### src/rtl/cpu_loader_pkg.sv
// ============================================================================
// Module  : cpu_loader_pkg
// Brief   : Shared types and constants for the instruction memory loader.
// Revision: 1.0 - initial release
// ============================================================================
`default_nettype none

package cpu_loader_pkg;

  localparam int WORD_BYTES = 4;
  localparam int BYTE_W     = 8;

  typedef enum logic [2:0] {
    S_IDLE  = 3'd0,
    S_HDR   = 3'd1,
    S_DATA  = 3'd2,
    S_WRITE = 3'd3,
    S_CSUM  = 3'd4,
    S_DONE  = 3'd5,
    S_ERROR = 3'd6
  } state_e;

endpackage

`default_nettype wire

### src/rtl/byte_word_packer.sv
// ============================================================================
// Module  : byte_word_packer
// Brief   : Shifts bytes into a big-endian word; flags the completing byte.
// Revision: 1.0 - initial release
// ============================================================================
`default_nettype none

module byte_word_packer
  import cpu_loader_pkg::*;
(
  input  logic                         clk,
  input  logic                         rst_n,
  input  logic                         clr,
  input  logic                         byte_en,
  input  logic [BYTE_W-1:0]            byte_in,
  output logic                         word_valid,
  output logic [WORD_BYTES*BYTE_W-1:0] word
);

  localparam int CNT_W = $clog2(WORD_BYTES);
  localparam int SR_W  = (WORD_BYTES - 1) * BYTE_W;

  logic [SR_W-1:0]  sr_q,  sr_d;
  logic [CNT_W-1:0] cnt_q, cnt_d;

  // The completing byte is taken straight from the input so the word is
  // available in the same cycle it is accepted.
  assign word_valid = byte_en && (cnt_q == CNT_W'(WORD_BYTES - 1));
  assign word       = {sr_q, byte_in};

  always_comb begin
    sr_d  = sr_q;
    cnt_d = cnt_q;
    if (clr) begin
      sr_d  = '0;
      cnt_d = '0;
    end else if (byte_en) begin
      sr_d  = {sr_q[SR_W-BYTE_W-1:0], byte_in};
      cnt_d = cnt_q + CNT_W'(1);
    end
  end

  always_ff @(posedge clk or negedge rst_n) begin
    if (!rst_n) begin
      sr_q  <= '0;
      cnt_q <= '0;
    end else begin
      sr_q  <= sr_d;
      cnt_q <= cnt_d;
    end
  end

endmodule

`default_nettype wire

### src/rtl/instr_mem_loader.sv
// ============================================================================
// Module  : instr_mem_loader
// Brief   : Loads a length-prefixed byte stream into instruction memory while
//           holding the CPU. Optional trailing XOR checksum: LOADER_CHECKSUM_EN.
// Revision: 1.0 - initial release
// ============================================================================
`default_nettype none

module instr_mem_loader
  import cpu_loader_pkg::*;
#(
  parameter int unsigned MEM_WORDS = 64,
  parameter logic [31:0] BASE_ADDR = 32'h0000_0000
) (
  input  logic        CLK,
  input  logic        Reset,
  input  logic        start,
  input  logic [7:0]  byte_in,
  input  logic        byte_valid,
  output logic        byte_ready,
  output logic        InsMemRW,
  output logic [31:0] IAddr,
  output logic [31:0] IDataIn,
  output logic        cpu_hold,
  output logic        done,
  output logic        error
);

  localparam logic [15:0] C_MEM_WORDS = 16'(MEM_WORDS);

  state_e      state_q, state_d;
  logic [15:0] len_q, len_d;
  logic [15:0] idx_q, idx_d;
  logic        byte_ready_q, byte_ready_d;
  logic        ins_mem_rw_q, ins_mem_rw_d;
  logic [31:0] iaddr_q, iaddr_d;
  logic [31:0] idata_q, idata_d;
  logic        cpu_hold_q, cpu_hold_d;
  logic        done_q, done_d;
  logic        error_q, error_d;
`ifdef LOADER_CHECKSUM_EN
  logic [7:0]  csum_q, csum_d;
`endif

  logic        w_accept;
  logic        w_word_valid;
  logic [31:0] w_word;

  assign w_accept = byte_valid && byte_ready_q;

  byte_word_packer u_packer (
    .clk        (CLK),
    .rst_n      (Reset),
    .clr        (w_accept && (state_q == S_HDR)),
    .byte_en    (w_accept && (state_q == S_DATA)),
    .byte_in    (byte_in),
    .word_valid (w_word_valid),
    .word       (w_word)
  );

  always_comb begin
    state_d      = state_q;
    len_d        = len_q;
    idx_d        = idx_q;
    iaddr_d      = iaddr_q;
    idata_d      = idata_q;
    ins_mem_rw_d = 1'b0;
`ifdef LOADER_CHECKSUM_EN
    csum_d       = csum_q;
`endif

    case (state_q)
      S_IDLE: if (start) state_d = S_HDR;
      S_HDR: begin
        if (w_accept) begin
          if (byte_in == 8'd0) begin
            state_d = S_DONE;
          end else if ({8'd0, byte_in} > C_MEM_WORDS) begin
            state_d = S_ERROR;
          end else begin
            len_d   = {8'd0, byte_in};
            idx_d   = '0;
            state_d = S_DATA;
`ifdef LOADER_CHECKSUM_EN
            csum_d  = '0;
`endif
          end
        end
      end
      S_DATA: begin
`ifdef LOADER_CHECKSUM_EN
        if (w_accept) csum_d = csum_q ^ byte_in;
`endif
        // Outputs are registered, so the strobe lands in the WRITE cycle.
        if (w_word_valid) begin
          state_d      = S_WRITE;
          ins_mem_rw_d = 1'b1;
          iaddr_d      = BASE_ADDR + {14'd0, idx_q, 2'b00};
          idata_d      = w_word;
        end
      end
      S_WRITE: begin
        idx_d = idx_q + 16'd1;
        if (idx_q + 16'd1 == len_q) begin
`ifdef LOADER_CHECKSUM_EN
          state_d = S_CSUM;
`else
          state_d = S_DONE;
`endif
        end else begin
          state_d = S_DATA;
        end
      end
`ifdef LOADER_CHECKSUM_EN
      S_CSUM: if (w_accept) state_d = (byte_in == csum_q) ? S_DONE : S_ERROR;
`endif
      S_DONE:  if (start) state_d = S_HDR;
      S_ERROR: if (start) state_d = S_HDR;
      default: state_d = S_IDLE;
    endcase

    byte_ready_d = (state_d == S_HDR) || (state_d == S_DATA) || (state_d == S_CSUM);
    cpu_hold_d   = (state_d != S_IDLE) && (state_d != S_DONE);
    done_d       = (state_d == S_DONE);
    error_d      = (state_d == S_ERROR);
  end

  always_ff @(posedge CLK or negedge Reset) begin
    if (!Reset) begin
      state_q      <= S_IDLE;
      len_q        <= '0;
      idx_q        <= '0;
      byte_ready_q <= 1'b0;
      ins_mem_rw_q <= 1'b0;
      iaddr_q      <= '0;
      idata_q      <= '0;
      cpu_hold_q   <= 1'b0;
      done_q       <= 1'b0;
      error_q      <= 1'b0;
`ifdef LOADER_CHECKSUM_EN
      csum_q       <= '0;
`endif
    end else begin
      state_q      <= state_d;
      len_q        <= len_d;
      idx_q        <= idx_d;
      byte_ready_q <= byte_ready_d;
      ins_mem_rw_q <= ins_mem_rw_d;
      iaddr_q      <= iaddr_d;
      idata_q      <= idata_d;
      cpu_hold_q   <= cpu_hold_d;
      done_q       <= done_d;
      error_q      <= error_d;
`ifdef LOADER_CHECKSUM_EN
      csum_q       <= csum_d;
`endif
    end
  end

  assign byte_ready = byte_ready_q;
  assign InsMemRW   = ins_mem_rw_q;
  assign IAddr      = iaddr_q;
  assign IDataIn    = idata_q;
  assign cpu_hold   = cpu_hold_q;
  assign done       = done_q;
  assign error      = error_q;

endmodule

`default_nettype wire

### config.mk
export PLATFORM = sky130hd
export DESIGN_NAME = instr_mem_loader
export DESIGN_NICKNAME = d
export VERILOG_FILES = /design/src/rtl/cpu_loader_pkg.sv /design/src/rtl/byte_word_packer.sv /design/src/rtl/instr_mem_loader.sv
export SDC_FILE = /design/constraint.sdc
export NUM_CORES = 1
export LEC_CHECK = 0
export CORE_UTILIZATION = 41
export DETAILED_ROUTE_END_ITERATION = 10
export PLACE_DENSITY = 0.72
export REMOVE_ABC_BUFFERS = 1
export SYNTH_ARGS = -nofsm -noshare
export SYNTH_HDL_FRONTEND = slang
export SYNTH_SLANG_ARGS = --single-unit
export TNS_END_PERCENT = 100
### constraint.sdc
create_clock -name CLK -period 5.8 [get_ports CLK]
set_input_delay 1.16 -clock CLK [delete_from_list [all_inputs] [get_ports CLK]]
set_output_delay 1.16 -clock CLK [all_outputs]
set_load 0.02 [all_outputs]
# Yosys cells after proc, flatten, opt, wreduce, memory -nomap -nowiden
# Index checks and enable logic that the tools add are counted.
# totals
regBits,106
input_bits,12
out_inout_bits,69
word_cells,66
# op_classes
n_addsub,2
magnitude_cmp,1
eq_ne,16
n_mux,17
n_bitwise,2
reduce_logical,16
# op_table
cell,count
$mux W16,3
$mux W24,2
$pmux W16 S2,1
$mux W3,6
$add A16 B1 Y16 const B,1
$eq A16 B8 Y1,1
$eq A3 B3 Y1 const B,5
$pmux W3 S4,1
$eq A3 B2 Y1 const B,3
$gt A8 B7 Y1 const B,1
$logic_not A8 Y1,1
$reduce_and A4 Y1,2
$eq A3 B1 Y1 const B,2
$ne A2 B2 Y1 const B,3
$logic_and A1 B1 Y1,5
$mux W2,2
$reduce_bool A2 Y1,2
$logic_not A3 Y1,1
$ne A3 B3 Y1 const B,1
$reduce_bool A3 Y1,1
$reduce_or A3 Y1,1
$add A2 B1 Y2 const B,1
$eq A2 B2 Y1 const B,1
$logic_or A1 B1 Y1,2
3 further kinds,5

# Logic depth before layout (Yosys ltp)
# logic_depth
ltp_word,8
ltp_mapped,7
ltp_nobuf,7

# Hierarchy
# A second synthesis with hierarchy kept.
# hier_totals
cells_unflattened,425
area_unflattened_um2,4918.5
# by_module_without_submodules
module,instances,cells_per_inst,area_each_um2,seq_area_each_um2
instr_mem_loader,1,331,3764.9,2001.9
byte_word_packer,1,94,1153.6,650.6

# Worst setup path after synthesis
# No wires, ideal clock.
# synth_timing
path_kind,in2reg
from,input port byte_valid
to,register len_q[1]
setup_time_ns,0.125
arrival_time_ns,2.654
required_time_ns,5.675
setup_slack_ns,3.021
stages,5
path_buffers,1
path_cell_list,nand2_1 nor4b_1 nor4b_2 buf_2 mux2_2
# synth_between
elab_chain_cells,2
# synth_rtl
item,line,rtl
from (decl),instr_mem_loader.sv:19,"input logic byte_valid,"
$logic_and A1 B1 Y1,instr_mem_loader.sv:49,assign w_accept = byte_valid && byte_ready_q;
$reduce_and A4 Y1 (no source line),--,
to (signal assigned),instr_mem_loader.sv:145,len_q <= len_d;
to (decl),instr_mem_loader.sv:32,"logic [15:0] len_q, len_d;"
# Every way passes these cells.
# A chain may end at the register's enable or synchronous reset.

# Worst setup path in the final report
# layout_timing
from,input port byte_in[5]
to,register idx_q[12]
# layout_between
elab_chain_cells,3
word_cells_on_any_way,5
cone_classes,order compare: 1; eq/ne: 2; reduce/logical: 2
# layout_rtl
item,line,rtl
from (decl),instr_mem_loader.sv:18,"input logic [7:0] byte_in,"
$gt A8 B7 Y1 / $logic_not A8 Y1 (equally long branches),"instr_mem_loader.sv:78, instr_mem_loader.sv:76",
$ne A2 B2 Y1 (no source line),--,
$reduce_and A4 Y1 (no source line) (*),--,
to (signal assigned),instr_mem_loader.sv:146,idx_q <= idx_d;
to (decl),instr_mem_loader.sv:33,"logic [15:0] idx_q, idx_d;"
# Mark *: on every way between the ends. The rest lies on a longest branch, timed or not.

==> metrics.md <==
| Metric | Value |
|---|---|
| FILL cells | 972 |
| Overall global routing resource usage | 17.0% |
| Port bufs | 64 |
| Setup crit start | byte_in[5] |
| Post-CTS setup buffers | 0 |
| Maximum VDD drop | 166 uV |
| Vias in the first global route | 3288 |
| First-pass GRT wire length | 16800 um |
| Final instance area | 5820 um2 |
| RSZ-0062 raised after global routing | no |
| Clock-pin slew on the worst setup and hold paths | 60 ps |
| Utilization after layout | 50.8% |
| Slew HR | 29.7% |
| Post-DP Area | 5510 um2 |
| Critical path endpoint category | register |
| H-tree depth | 3 |
| Initial DRC count | 245 |
| Crit path to | idx_q[12] |
| Yosys cell types | 58 |
| Vias | 3269 |
| Die width | 111 um |
| Cell Area, Synth | 4860 um2 |
| Wirelength per Cell | 15.9 um |
| Full die area | 12300 um2 |
| Tcrit/Tclk final | 60.4% |
| #FFs+latches synth | 106 |
| Post-synth EDFFs | 0 |
| Die Height | 111 um |
| Dpl hpwl | 6520 um |
| Remaining DRCs | 0 |
| R2r worst-path depth | 6 |
| CTS Sinks | 106 |
| Final Wtd Congestion | 0.854 |
| Kind of critical path | in2reg |
| NumNets Final | 473 |
| Run status | completed |
| Syn Inst Count | 406 |
| Maxcap violations | 0 |
| Top FF cell, synth | dfrtp_1 |
| Post-CTS Resized | 0 |
| Initial core utilization | 42.4% |
| WP data arrival | 3750 ps |
| Startpoint types | input port |
| # IOs | 81 |
| Worst Tran Pin Value | 1050 ps |
| Area share of the largest cell type after synthesis | 54.6% |
| P&R area growth vs syn | 19.8% |
| Worst Hold Depth | 2 |
| Setup slack after placement | 2000 ps |
| Peak Freq | 285 MHz |
| Grt ovf | 0 |
| Via-to-Cell Ratio | 5.39 |
| Fraction of registers with async set/reset | 100% |
| Min Tclk post-route | 3510 ps |
| Worst hold path type | reg2reg |
| Max-slew violations | 0 |
| Max Buffers Root-to-Sink | 2 |
| Number of CTS-inserted buffers | 9 |
| Most frequent cell after synthesis | dfrtp_1 |
| Drt first pass iters | 4 |
| Ranking of synthesized cells by area | dfrtp_1, mux2_2, a22o_1, o21ai_0, buf_4 |
| # rows | 39 |
| Drt total wl | 9630 um |
| Initial antenna violation count | 0 |
| Sequential area share after synthesis | 54.6% |
| Root Buffer | clkbuf_16 |
| Final WS setup | 2290 ps |
| Syn_area_per_cell | 12.0 um2 |
| Final setup violation count | 0 |
| Largest net degree at the start of global routing | 59 |
| R2r startpoint | idx_q[0] |
| CTS tree | built |
| Core box area | 11500 um2 |
| Synth cell count leaders | dfrtp_1, mux2_2, o21ai_0 |
| Setup_tns | 0 ps |
| Share of layout cells above drive strength 1 | 19.6% |
| Synth warn | 0 |
| Synth area leader | dfrtp_1 |
| Final Hold Vio Count | 0 |
| Leak | 2.66 nW |
| R2R setup slack | 3160 ps |
| Clock Latency Late Sink | 340 ps |
| Power Density | 389 nW/um2 |
| Worst path required time | 6040 ps |
| Hold_buf cts | 0 |
| Worst clock skew | 6.53 ps |
| Crit path max fanout | 14 |
| # diodes | 0 |
| RR Endpoint | done |
| DRT antenna net count | 0 |
## layout by cell type (no fill, tap or decap), drive strengths merged, types with 2 or more instances in the layout
cell type,Yosys,final
a211oi,2,2
a21o,3,3
a21oi,5,5
a22o,26,26
a31oi,4,4
and2,3,3
and3,2,2
buf,26,5
clkbuf,15,12
clkdlybuf4s50,0,63
conb,1,16
dfrtp,106,106
ha,2,2
inv,4,6
mux2,54,54
nand2,24,24
nand2b,5,5
nand3,10,10
nand4,5,5
nor2,19,19
nor2b,5,5
nor3,6,6
nor3b,2,2
nor4,6,6
nor4b,2,2
o2111ai,2,2
o211ai,2,2
o21ai,31,31
o22ai,2,2
o31ai,5,5
or3,3,3
xnor2,10,10
xor2,4,4
## registers in the layout, summed over array words and instances (netlist names), 2 cells and up
register        flops
idx_q              16
IAddr              16
IDataIn            32
state_q             3
len_q               8
u_packer.sr_q      24
u_packer.cnt_q      2
## layout make-up
cell class | count | area, um2 | area share, %
multi-input combinational | 270 | 2000 | 34.3
clock inverter | 4 | 55.1 | 0.945
inverter | 4 | 15.0 | 0.258
sequential | 106 | 2650 | 45.6
timing repair buffer | 68 | 668 | 11.5
clock buffer | 12 | 256 | 4.40
tap | 143 | 179 | 3.07
## kinds of logic after synthesis
kind of cell / synth area share, %
xor+xnor: 2.68
mux: 12.7
flops: 54.6
other cells: 0.0771
fa+ha+maj: 0.515
compound gates: 12.8
simple gates: 10.9
buf+inv: 5.74
## worst max-delay path, cell delays in order
cell and delay [ps]:
clkdlybuf4s50_1 510, nor4_1 540, and3b_1 270, nor4b_2 60, buf_4 190, nor2_1 670
o21ai_0 230, o31ai_1 120
## routing by layer
| layer | global-route usage [%] | wire, um | vias to the layer above |
|---|---|---|---|
| met2 | 26.9 | 4690 | 89 |
| met5 | 0 | 0 | - |
| met3 | 3.34 | 383 | 12 |
| met4 | 6.49 | 155 | 0 |
| li1 | - | - | 1551 |
| met1 | 23.1 | 4400 | 1617 |
## metrics by stage
step	hold WS, ps	total power, mW	std cells
floorplan	462	1.41	380
global placement	472	1.61	591
detailed placement	482	1.64	591
CTS	504	2.28	607
global route	520	2.39	607
finish	500	2.26	607
## worst min path at each step
stage,from,end,slack [ps]
after floorplan,u_packer.sr_q[16],u_packer.sr_q[16],460
after global placement,IAddr[10],IAddr[10],470
after detailed placement,u_packer.sr_q[20],u_packer.sr_q[20],480
after CTS,IAddr[10],IAddr[10],500
after global routing,IAddr[13],IAddr[13],520
final,IAddr[10],IAddr[10],500
## where the power goes
part,internal [mW],switching (mW)
logic,0.289,0.335
registers,0.880,0.130
clock network,0.362,0.267
total,1.53,0.732
Power figures use the tool's default switching activity.
